**src/rtl/booth_arb_pkg.sv**
```systemverilog
// Shared types and constants for the Booth multiplier arbiter slice.
package booth_arb_pkg;

  typedef enum logic [1:0] {
    IDLE  = 2'd0,
    ISSUE = 2'd1,
    WAIT  = 2'd2,
    RESP  = 2'd3
  } state_e;

  localparam int unsigned DEF_NUM_REQ = 4;
  localparam int unsigned DEF_DATA_W  = 32;
  localparam int unsigned DEF_CNT_W   = 5;
  localparam int unsigned DEF_TIMEOUT = 64;

  // Requester index width; never below one bit.
  function automatic int unsigned ID_W(input int unsigned n);
    return (n < 2) ? 1 : $clog2(n);
  endfunction

endpackage

```
**src/rtl/rr_arbiter.sv**
```systemverilog
// Combinational round-robin pick: first asserted request at or above the pointer, wrapping.
module rr_arbiter
  import booth_arb_pkg::*;
#(
  parameter int unsigned NUM_REQ = DEF_NUM_REQ
) (
  input  logic [NUM_REQ-1:0]       i_req,
  input  logic [ID_W(NUM_REQ)-1:0] i_ptr,
  output logic [NUM_REQ-1:0]       o_grant,
  output logic [ID_W(NUM_REQ)-1:0] o_idx,
  output logic                     o_any
);

  localparam int unsigned IW = ID_W(NUM_REQ);

  logic [IW-1:0] w_j;
  int unsigned   w_sum;
  logic          w_found;

  always_comb begin
    o_grant = '0;
    o_idx   = '0;
    w_found = 1'b0;
    w_sum   = 0;
    w_j     = '0;
    for (int i = 0; i < NUM_REQ; i++) begin
      w_sum = (32'(i_ptr) + 32'(i)) % NUM_REQ;
      w_j   = IW'(w_sum);
      if (!w_found && i_req[w_j]) begin
        w_found    = 1'b1;
        o_grant[w_j] = 1'b1;
        o_idx      = w_j;
      end
    end
    o_any = w_found;
  end

endmodule

```
**src/rtl/booth_mul_arbiter.sv**
```systemverilog
// Shares one Booth multiplier among NUM_REQ requesters with round-robin arbitration.
// Optional trivial-operand bypass (x0, x1, x-1) enabled by defining BOOTH_ARB_BYPASS_EN.
module booth_mul_arbiter
  import booth_arb_pkg::*;
#(
  parameter int unsigned NUM_REQ = DEF_NUM_REQ,
  parameter int unsigned DATA_W  = DEF_DATA_W,
  parameter int unsigned CNT_W   = DEF_CNT_W,
  parameter int unsigned TIMEOUT = DEF_TIMEOUT
) (
  input  logic                      clock,
  input  logic                      reset,
  input  logic [NUM_REQ-1:0]        req_valid,
  output logic [NUM_REQ-1:0]        req_ready,
  input  logic [NUM_REQ*DATA_W-1:0] req_mcand,
  input  logic [NUM_REQ*DATA_W-1:0] req_mplier,
  output logic                      rsp_valid,
  input  logic                      rsp_ready,
  output logic [ID_W(NUM_REQ)-1:0]  rsp_id,
  output logic [2*DATA_W-1:0]       rsp_product,
  output logic [CNT_W-1:0]          rsp_add_count,
  output logic [CNT_W-1:0]          rsp_sub_count,
  output logic                      rsp_error,
  output logic [DATA_W-1:0]         mul_mcand,
  output logic [DATA_W-1:0]         mul_mplier,
  output logic                      mul_start,
  input  logic [2*DATA_W-1:0]       mul_product,
  input  logic                      mul_done,
  input  logic [CNT_W-1:0]          mul_add_count,
  input  logic [CNT_W-1:0]          mul_sub_count
);

  localparam int unsigned IW = ID_W(NUM_REQ);
  localparam int unsigned TW = $clog2(TIMEOUT);
  localparam int unsigned PW = 2 * DATA_W;

  state_e             r_state;
  state_e             w_next;
  logic [IW-1:0]      r_ptr;
  logic [IW-1:0]      r_win_id;
  logic [TW-1:0]      r_wait_cnt;
  logic [DATA_W-1:0]  r_mcand;
  logic [DATA_W-1:0]  r_mplier;
  logic [PW-1:0]      r_product;
  logic [CNT_W-1:0]   r_add;
  logic [CNT_W-1:0]   r_sub;
  logic               r_error;

  logic [NUM_REQ-1:0] w_grant;
  logic [IW-1:0]      w_idx;
  logic               w_any;
  logic               w_grant_en;
  logic               w_done_take;
  logic               w_timeout;
  logic               w_trivial;
  logic [DATA_W-1:0]  w_win_mcand;
  logic [DATA_W-1:0]  w_win_mplier;

  rr_arbiter #(
    .NUM_REQ(NUM_REQ)
  ) u_rr (
    .i_req  (req_valid),
    .i_ptr  (r_ptr),
    .o_grant(w_grant),
    .o_idx  (w_idx),
    .o_any  (w_any)
  );

  assign w_win_mcand  = req_mcand[w_idx*DATA_W +: DATA_W];
  assign w_win_mplier = req_mplier[w_idx*DATA_W +: DATA_W];

  // A busy multiplier (mul_done low) blocks new grants, covering late completions after a timeout.
  assign w_grant_en  = !reset && (r_state == IDLE) && mul_done && w_any;
  // The first WAIT cycle (counter 0) ignores a done level left over from the previous op.
  assign w_done_take = (r_state == WAIT) && (r_wait_cnt != '0) && mul_done;
  assign w_timeout   = (r_state == WAIT) && (r_wait_cnt == TW'(TIMEOUT - 1));

`ifdef BOOTH_ARB_BYPASS_EN
  logic [PW-1:0] w_mc_ext;
  logic [PW-1:0] w_triv_product;

  assign w_mc_ext = {{DATA_W{w_win_mcand[DATA_W-1]}}, w_win_mcand};

  always_comb begin
    w_trivial      = 1'b0;
    w_triv_product = '0;
    if ((w_win_mcand == '0) || (w_win_mplier == '0)) begin
      w_trivial = 1'b1;
    end else if (w_win_mplier == DATA_W'(1)) begin
      w_trivial      = 1'b1;
      w_triv_product = w_mc_ext;
    end else if (w_win_mplier == '1) begin
      w_trivial      = 1'b1;
      w_triv_product = -w_mc_ext;
    end
  end
`else
  assign w_trivial = 1'b0;
`endif

  // State register.
  always_ff @(posedge clock) begin
    if (reset) r_state <= IDLE;
    else       r_state <= w_next;
  end

  // Next-state logic.
  always_comb begin
    w_next = r_state;
    unique case (r_state)
      IDLE:    if (w_grant_en) w_next = w_trivial ? RESP : ISSUE;
      ISSUE:   w_next = WAIT;
      WAIT:    if (w_done_take || w_timeout) w_next = RESP;
      RESP:    if (rsp_ready) w_next = IDLE;
      default: w_next = IDLE;
    endcase
  end

  // Output decode.
  always_comb begin
    req_ready = '0;
    mul_start = 1'b0;
    rsp_valid = 1'b0;
    if (w_grant_en) req_ready = w_grant;
    if (r_state == ISSUE) mul_start = 1'b1;
    if (r_state == RESP)  rsp_valid = 1'b1;
  end

  // Operand latch, wait counter, response capture and pointer advance.
  always_ff @(posedge clock) begin
    if (reset) begin
      r_ptr      <= '0;
      r_win_id   <= '0;
      r_wait_cnt <= '0;
      r_mcand    <= '0;
      r_mplier   <= '0;
      r_product  <= '0;
      r_add      <= '0;
      r_sub      <= '0;
      r_error    <= 1'b0;
    end else begin
      if (w_grant_en) begin
        r_win_id <= w_idx;
        r_mcand  <= w_win_mcand;
        r_mplier <= w_win_mplier;
`ifdef BOOTH_ARB_BYPASS_EN
        if (w_trivial) begin
          r_product <= w_triv_product;
          r_add     <= '0;
          r_sub     <= '0;
          r_error   <= 1'b0;
        end
`endif
      end

      if (r_state == ISSUE)     r_wait_cnt <= '0;
      else if (r_state == WAIT) r_wait_cnt <= r_wait_cnt + TW'(1);

      if (w_done_take) begin
        r_product <= mul_product;
        r_add     <= mul_add_count;
        r_sub     <= mul_sub_count;
        r_error   <= 1'b0;
      end else if (w_timeout) begin
        r_product <= '0;
        r_add     <= '0;
        r_sub     <= '0;
        r_error   <= 1'b1;
      end

      if ((r_state == RESP) && rsp_ready)
        r_ptr <= (r_win_id == IW'(NUM_REQ - 1)) ? '0 : r_win_id + IW'(1);
    end
  end

  assign rsp_id        = r_win_id;
  assign rsp_product   = r_product;
  assign rsp_add_count = r_add;
  assign rsp_sub_count = r_sub;
  assign rsp_error     = r_error;
  assign mul_mcand     = r_mcand;
  assign mul_mplier    = r_mplier;

endmodule

```
**config.mk**
```make
export PLATFORM = sky130hd
export DESIGN_NAME = booth_mul_arbiter
export DESIGN_NICKNAME = d
export VERILOG_FILES = /design/src/rtl/booth_arb_pkg.sv /design/src/rtl/rr_arbiter.sv /design/src/rtl/booth_mul_arbiter.sv
export SDC_FILE = /design/constraint.sdc
export NUM_CORES = 1
export LEC_CHECK = 0
export CORE_AREA = 2 2 191 193
export DETAILED_ROUTE_END_ITERATION = 12
export DIE_AREA = 0 0 193 195
export SLEW_MARGIN = 40
export SYNTH_ARGS = -nofsm -noshare
export SYNTH_HDL_FRONTEND = slang
export SYNTH_SLANG_ARGS = --single-unit
```
**constraint.sdc**
```tcl
create_clock -name clock -period 4.4 [get_ports clock]
set_input_delay 0.88 -clock clock [delete_from_list [all_inputs] [get_ports clock]]
set_output_delay 0.88 -clock clock [all_outputs]
set_load 0.05 [all_outputs]
```
==> metrics.md, run 1 <==
| Metric | Value |
|---|---|
| GRT busiest layer | `met2` |
| Iter 0 DRT Violations | `294` |
| Register area share after synthesis | `39.59%` |
| Relative slew slack | `45.27%` |
| Met1 Use GR | `19.34%` |
| Synth area leaders | `dfxtp_1 (40%), a21oi_1 (9.5%), nand3_1 (7.7%)` |
| Hold Crit Class | `reg2reg` |
| Top Ports | `485` |
| Post-Syn Instances | `911` |
| Row count | `69` |
| CP required | `3.52 ns` |
| WP data arrival | `3.13 ns` |
| Mean Syn Cell Area | `8.382 µm²` |
| Cell Chain, Critical Path | `inv_1, ha_1, or3b_2, a21oi_1, a21oi_1, o21ai_1, a221oi_1, nor2_1, buf_12` |
| H-tree depth | `4` |
| Critical-path top delay cell | `dfxtp_1` |
| Tightest Pin Transition | `0.8210 ns` |
| Layout area overhead | `78.16%` |
| Core area | `35,400 µm²` |
| CTS max path bufs | `2` |
| Grt met2 use | `31.00%` |
| Global-route wire length before repair | `51.44 mm` |
| Cts hold-fix bufs | `0` |
| Inst Count DP | `1,786` |
| Routed Antenna Nets | `0` |
| Commonest non-fill, non-tap cell in the layout | `clkdlybuf4s50_1` |
| Synthesized area | `7636 µm²` |
| Final nets | `1,698` |
| Maxcap violations | `0` |
| CP endpoint kind | `output port` |
| CTS tree | `built` |
| Final WL | `34.78 mm` |
| Layout cells sized above 1 | `6.780%` |
| RSZ-0062 raised after global routing | `no` |
| First-pass DRT Iterations | `4` |
| Status | `complete, no violations` |
| Fin cells | `1,821` |
| Setup violators final | `0` |
| Drc violations | `0` |
| Final period util | `91.15%` |
| Global Route Usage Sum | `17.78%` |
| Via-per-instance ratio | `4.842` |
| Post-synth top area cell | `dfxtp_1` |
| Dpl hpwl | `24.39 mm` |
| Post-Route Skew | `0.008782 ns` |
| Cell mode on critical path | `a21oi_1` |
| F_max | `249.3 MHz` |
| Slew Limit Fails | `0` |
| Num CTS Buffers | `17` |
| Die Height | `195 µm` |
| Syn nets | `1,265` |
| Post-synth EDFFs | `0` |
| Layout Utilization | `38.43%` |
| Clk root buf | `clkbuf_16` |
| Die W | `193 µm` |
| Synth cell types | `45` |
| Routed len/inst | `19.10 µm` |
| #FFs+latches synth | `151` |
| PD cells | `383.6 nW/µm²` |
| Initial antenna violation count | `2` |
| Pleak | `4.782 nW` |
| Largest stage delay, worst path | `0.53 ns` |
| Routed via count | `8,818` |
| Async S/R FF share, synth | `0%` |
| Post-synth top flop | `dfxtp_1` |
| Gr ovfl total | `0` |
| Fin crit period | `4.010 ns` |
| Clock Pin Slew Worst Setup and Hold Paths | `0.07 ns` |
| Most frequent cells in the layout | `clkdlybuf4s50_1 (479), dfxtp_1 (151), a21oi_1 (144), nand3_1 (116), nand2_1 (83)` |
| Die area | `37,640 µm²` |
| Clk_lat worst skew | `0.45 ns` |
| Max IR drop VDD | `0.2863 mV` |
| Largest net degree at the start of global routing | `85` |
| I/O Buffers | `484` |
| Ys Warns | `0` |
| Starting Density | `21.57%` |
| Nature of the critical path startpoint | `flip-flop` |
| Synth top area share | `39.59%` |
| Vias in the first global route | `8,962` |
| M3 GR Usage | `6.488%` |
| Setup TNS | `0 ns` |
| Clock Sinks | `151` |
| GPL Wtd Cong | `0.8064` |
| Setup CP Type | `reg2out` |
| Worst-path fanout max | `9` |
| Fin. Hold Viols | `0` |
## repair_timing
action / 4_1_cts / 5_1_grt
endpoints found under the setup margin: 0 / 4
setup buffers: 0 / 0
resized for setup: 0 / 1
## layout make-up
| class | instances | area, µm² |
|---|---|---|
| tap | 461 | 576.8 |
| multi-input combinational | 658 | 4239 |
| antenna | 3 | 7.507 |
| timing repair buffer | 508 | 5126 |
| fill | 3573 | 21790 |
| clock inverter | 14 | 172.7 |
| inverter | 8 | 30.03 |
| clock buffer | 18 | 429.2 |
| sequential | 151 | 3023 |
## cells by family after synthesis
group / Yosys count / share of synthesized area (%)
XOR/XNOR: 4 / 0.4589
buffers and inverters: 102 / 5.637
flip-flops: 151 / 39.59
multiplexers: 72 / 10.60
AO/OA/AOI/OAI: 295 / 24.15
AND/OR/NAND/NOR: 271 / 16.94
adder cells (fa/ha/maj): 16 / 2.622
## critical path: cells and delay by family (launching register included)
kind	cells	cell delay, ns
AO/OA/AOI/OAI	4	0.69
adder cells (fa/ha/maj)	1	0.42
buffers and inverters	2	0.34
flip-flops	1	0.53
AND/OR/NAND/NOR	2	0.70
## registers in the layout, indices dropped and copies added (netlist names)
name,cells
mul_mcand,32
mul_mplier,32
r_ptr,2
r_state,2
r_wait_cnt,6
rsp_add_count,5
rsp_error,1
rsp_id,2
rsp_product,64
rsp_sub_count,5
## worst paths after layout
check,startpoint,end,slack [ns],depth (start not counted)
setup / recovery,r_ptr[1],req_ready[1],0.39,9
hold / removal,rsp_product[51],rsp_product[51],0.46,2
setup reg to reg,r_ptr[1],mul_mcand[3],1.07,9
hold reg to reg,rsp_product[51],rsp_product[51],0.46,2
## Yosys cell counts, types with 16 or more instances
master      n
dfxtp_1   151
a21oi_1   145
nand3_1   117
nand2_1    83
clkbuf_1   61
o21ai_0    47
a211oi_1   45
a221o_1    41
mux2i_1    28
mux2_1     26
and3_1     24
nor2_1     23
buf_2      17
ha_1       16
## layer usage
| layer | share of wire (%) | up-vias |
|---|---|---|
| met2 | 49 | 364 |
| met4 | 2.9 | 0 |
| met1 | 39 | 4191 |
| li1 | - | 4214 |
| met5 | 0 | - |
| met3 | 10 | 49 |
## through the flow
stage	total power [mW]	hold WS [ns]	area, µm²	setup WS [ns]
after detailed placement	3.703	0.4586	13000	0.3466
after global routing	5.462	0.4892	13600	0.1259
after floorplan	2.832	0.4714	7636	0.5252
after global placement	3.683	0.4525	12990	0.3747
final	5.219	0.4647	13600	0.3895
after CTS	5.287	0.4668	13600	0.1330
## power breakdown
part,switching [mW],internal [mW],total (mW)
Combinational,1.17,0.849,2.01
Sequential,0.104,1.55,1.65
Clock,0.658,0.897,1.55
Total,1.93,3.29,5.22
No activity file was read; power rests on OpenSTA's default activity.
==> inputs of run 2 (changes only) <==
==> constraint.sdc (replaced) <==
create_clock -name clock -period 4.1 [get_ports clock]
set_input_delay 0.82 -clock clock [delete_from_list [all_inputs] [get_ports clock]]
set_output_delay 0.82 -clock clock [all_outputs]
set_load 0.05 [all_outputs]
==> metrics.md, run 2 (same netlist as run 1, synthesis figures left out) <==
| Metric | Value |
|---|---|
| Fin crit period | `3.833 ns` |
| Core area | `35,400 µm² (unchanged)` |
| Reg-to-reg endpoint | `mul_mcand[26]` |
| Cell mode on critical path | `nor2_1` |
| Relative slew slack | `46.09% (+0.82 points)` |
| Layout cells sized above 1 | `6.990% (+0.21 points)` |
| Cts hold-fix bufs | `0 (unchanged)` |
| Fill count | `3,546 (-0.76%)` |
| Post_cts resized | `0 (unchanged)` |
| HP Start | `rsp_error` |
| RSZ-0062 raised after global routing | `no` |
| Worst hold slack | `0.4630 ns (-0.001636 ns)` |
| Row count | `69 (unchanged)` |
| Hold Path End | `rsp_error` |
| Iter 0 DRT Violations | `415 (+41%)` |
| Clock Pin Slew Worst Setup and Hold Paths | `0.07 ns (about the same)` |
| R2R setup slack | `1.20 ns (+0.13 ns)` |
| Pleak | `4.789 nW (+0.14%)` |
| Final WL | `34.59 mm (-0.56%)` |
| Global-route wire length before repair | `51.64 mm (+0.39%)` |
| Combinational power share | `39.0% (+0.4 points)` |
| H-tree depth | `4 (unchanged)` |
| Dpl hpwl | `24.71 mm (+1.3%)` |
| Clock Sinks | `151 (unchanged)` |
| First-pass DRT Iterations | `5 (+1)` |
| Internal power | `3.436 mW (+4.4%)` |
| Die Height | `195 µm (unchanged)` |
| I/O Buffers | `484 (unchanged)` |
| Clk_lat worst skew | `0.45 ns (about the same)` |
| Setup CP Type | `in2out` |
| F_max | `260.9 MHz` |
| Buffers & Inverters on Critical Path | `2 (unchanged)` |
| Drc violations | `0 (unchanged)` |
| Clock share of power | `28.9% (-0.9 points)` |
| CTS tree | `built` |
| Top Ports | `485 (unchanged)` |
| Hold Crit Class | `reg2reg` |
| Setup violators final | `0 (unchanged)` |
| Fin cells | `1,823 (+0.11%)` |
| Post-Route Skew | `0.007030 ns (-0.001751 ns)` |
| GPL Wtd Cong | `0.8432 (+4.6%)` |
| Crit path max-delay family | `buffers and inverters` |
| Routed Antenna Nets | `0 (unchanged)` |
| Design Area, Final | `13,600 µm² (about the same)` |
| Fin. Hold Viols | `0 (unchanged)` |
| Inst Count DP | `1,789 (+0.17%)` |
| Setup TNS | `0 ns (unchanged)` |
| CP endpoint kind | `output port` |
| Die W | `193 µm (unchanged)` |
| Most frequent cells in the layout | `clkdlybuf4s50_1 (479), dfxtp_1 (151), a21oi_1 (144), nand3_1 (116), nand2_1 (83)` |
| Max IR drop VDD | `0.2928 mV (+2.3%)` |
| Pwr Total | `5.515 mW (+5.7%)` |
| Commonest non-fill, non-tap cell in the layout | `clkdlybuf4s50_1` |
| Sw Ratio | `37.69% (+0.76 points)` |
| Clk root buf | `clkbuf_16` |
| Worst-path fanout max | `10 (+1)` |
| CP required | `3.28 ns (-0.24 ns)` |
| Maxcap violations | `0 (unchanged)` |
| Via-per-instance ratio | `4.835 (-0.14%)` |
| Max reg flops | `64 (unchanged)` |
| PD cells | `405.5 nW/µm² (+5.7%)` |
| Layout area overhead | `78.09% (about the same)` |
| Die area | `37,640 µm² (unchanged)` |
| Gr ovfl total | `0 (unchanged)` |
| Reg2reg start | `r_ptr[0]` |
| Slew Limit Fails | `0 (unchanged)` |
| Largest net degree at the start of global routing | `85 (unchanged)` |
| Num CTS Buffers | `17 (unchanged)` |
| Hold path depth | `2 (unchanged)` |
| Final period util | `93.48%` |
| Final nets | `1,701 (+0.18%)` |
| WP data arrival | `3.01 ns (-0.12 ns)` |
| Critical-path top delay cell | `mux4_2` |
| R2R depth | `9 (unchanged)` |
| Vias in the first global route | `9,000 (+0.42%)` |
| Cell Chain, Critical Path | `clkdlybuf4s50_1, mux4_2, nor2b_2, a22oi_1, nor2_1, a221oi_1, nor2_1, buf_12` |
| Routed len/inst | `18.97 µm (-0.67%)` |
| CTS max path bufs | `2 (unchanged)` |
| Sw power | `2.079 mW (+7.8%)` |
| Status | `complete, no violations` |
| Area of the multi-input gates | `4239 µm² (unchanged)` |
| Register area | `3023 µm² (unchanged)` |
| Sequential power share | `32.1% (+0.5 points)` |
| Routed via count | `8,815 (-0.034%)` |
| Global Route Usage Sum | `17.78% (about the same)` |
| Nature of the critical path startpoint | `primary input` |
| Postcts setup bufs | `0 (unchanged)` |
| Largest stage delay, worst path | `0.59 ns (+0.06 ns)` |
| Tightest Pin Transition | `0.8086 ns (-0.01231 ns)` |
| Initial antenna violation count | `4 (+2)` |
| Starting Density | `21.57% (unchanged)` |
| Placed Area | `13,020 µm² (+0.17%)` |
run 2: changes by cell type in the layout (fill, tap and decap cells not counted), moves of 2 or more:
cell and delta:
bufinv_16 -2, inv_8 +2, clkinv_2 -2, buf_4 +3, inv_6 +2
run 2: power by group through the flow:
stage          registers, mW  clock network, mW  logic, mW
2_1_floorplan           2.40                  0      0.641
3_3_place_gp            1.80                  0       2.15
3_5_place_dp            1.80                  0       2.16
4_1_cts                 1.77               1.66       2.17
5_1_grt                 1.79               1.72       2.29
6_report                1.77               1.59       2.15
run 2: cell type report:
class,instances,share of cell area (%)
Timing Repair Buffer,511,37.86
Clock buffer,18,3.229
Tap cell,461,4.241
Inverter,8,0.2208
Multi-Input combinational cell,658,31.17
Clock inverter,13,0.9937
Sequential cell,151,22.23
Antenna cell,3,0.05520
run 2: layer usage:
| layer | GRT usage (%) | up-vias | part of all wire [%] |
|---|---|---|---|
| li1 | - | 4233 | - |
| met1 | 19.53 | 4182 | 38 |
| met2 | 31.20 | 365 | 50 |
| met3 | 6.866 | 33 | 9.9 |
| met4 | 5.752 | 2 | 2.0 |
| met5 | 0 | - | 0.035 |
run 2: worst max-delay path by stage:
stage                      start           end  slack [ns]  depth (start not counted)
floorplan               r_ptr[0]  req_ready[0]        0.29                         10
global placement    req_valid[1]  req_ready[1]        0.36                          8
detailed placement  req_valid[1]  req_ready[0]        0.28                          8
CTS                 req_valid[1]  req_ready[0]        0.27                          8
global route        req_valid[2]  req_ready[1]        0.11                          8
finish              req_valid[1]  req_ready[0]        0.27                          8
run 2: worst reg2reg max path, cell delays in order (launching register included):
cell and delay [ns]:
dfxtp_1 0.33, inv_1 0.08, ha_1 0.46, mux4_2 0.43, nor2b_2 0.35, o21ai_4 0.11
nand2_4 0.13, buf_12 0.23, mux2_1 0.36, a221o_1 0.30
run 2: stage by stage:
step / util (%) / setup slack, ns
3_3_place_gp: 36.77 / 0.3598
3_5_place_dp: 36.78 / 0.2759
2_1_floorplan: - / 0.2852
5_1_grt: 38.42 / 0.1076
4_1_cts: 38.40 / 0.2704
6_report: 38.42 / 0.2671
==> inputs of run 3 (changes only) <==
--- a/config.mk
+++ b/config.mk
@@ -12,3 +12,4 @@
 export SYNTH_ARGS = -nofsm -noshare
 export SYNTH_HDL_FRONTEND = slang
 export SYNTH_SLANG_ARGS = --single-unit
+export TNS_END_PERCENT = 10
==> results of run 3 <==
No change in the layout: final DEF, timing and power equal those of run 2.
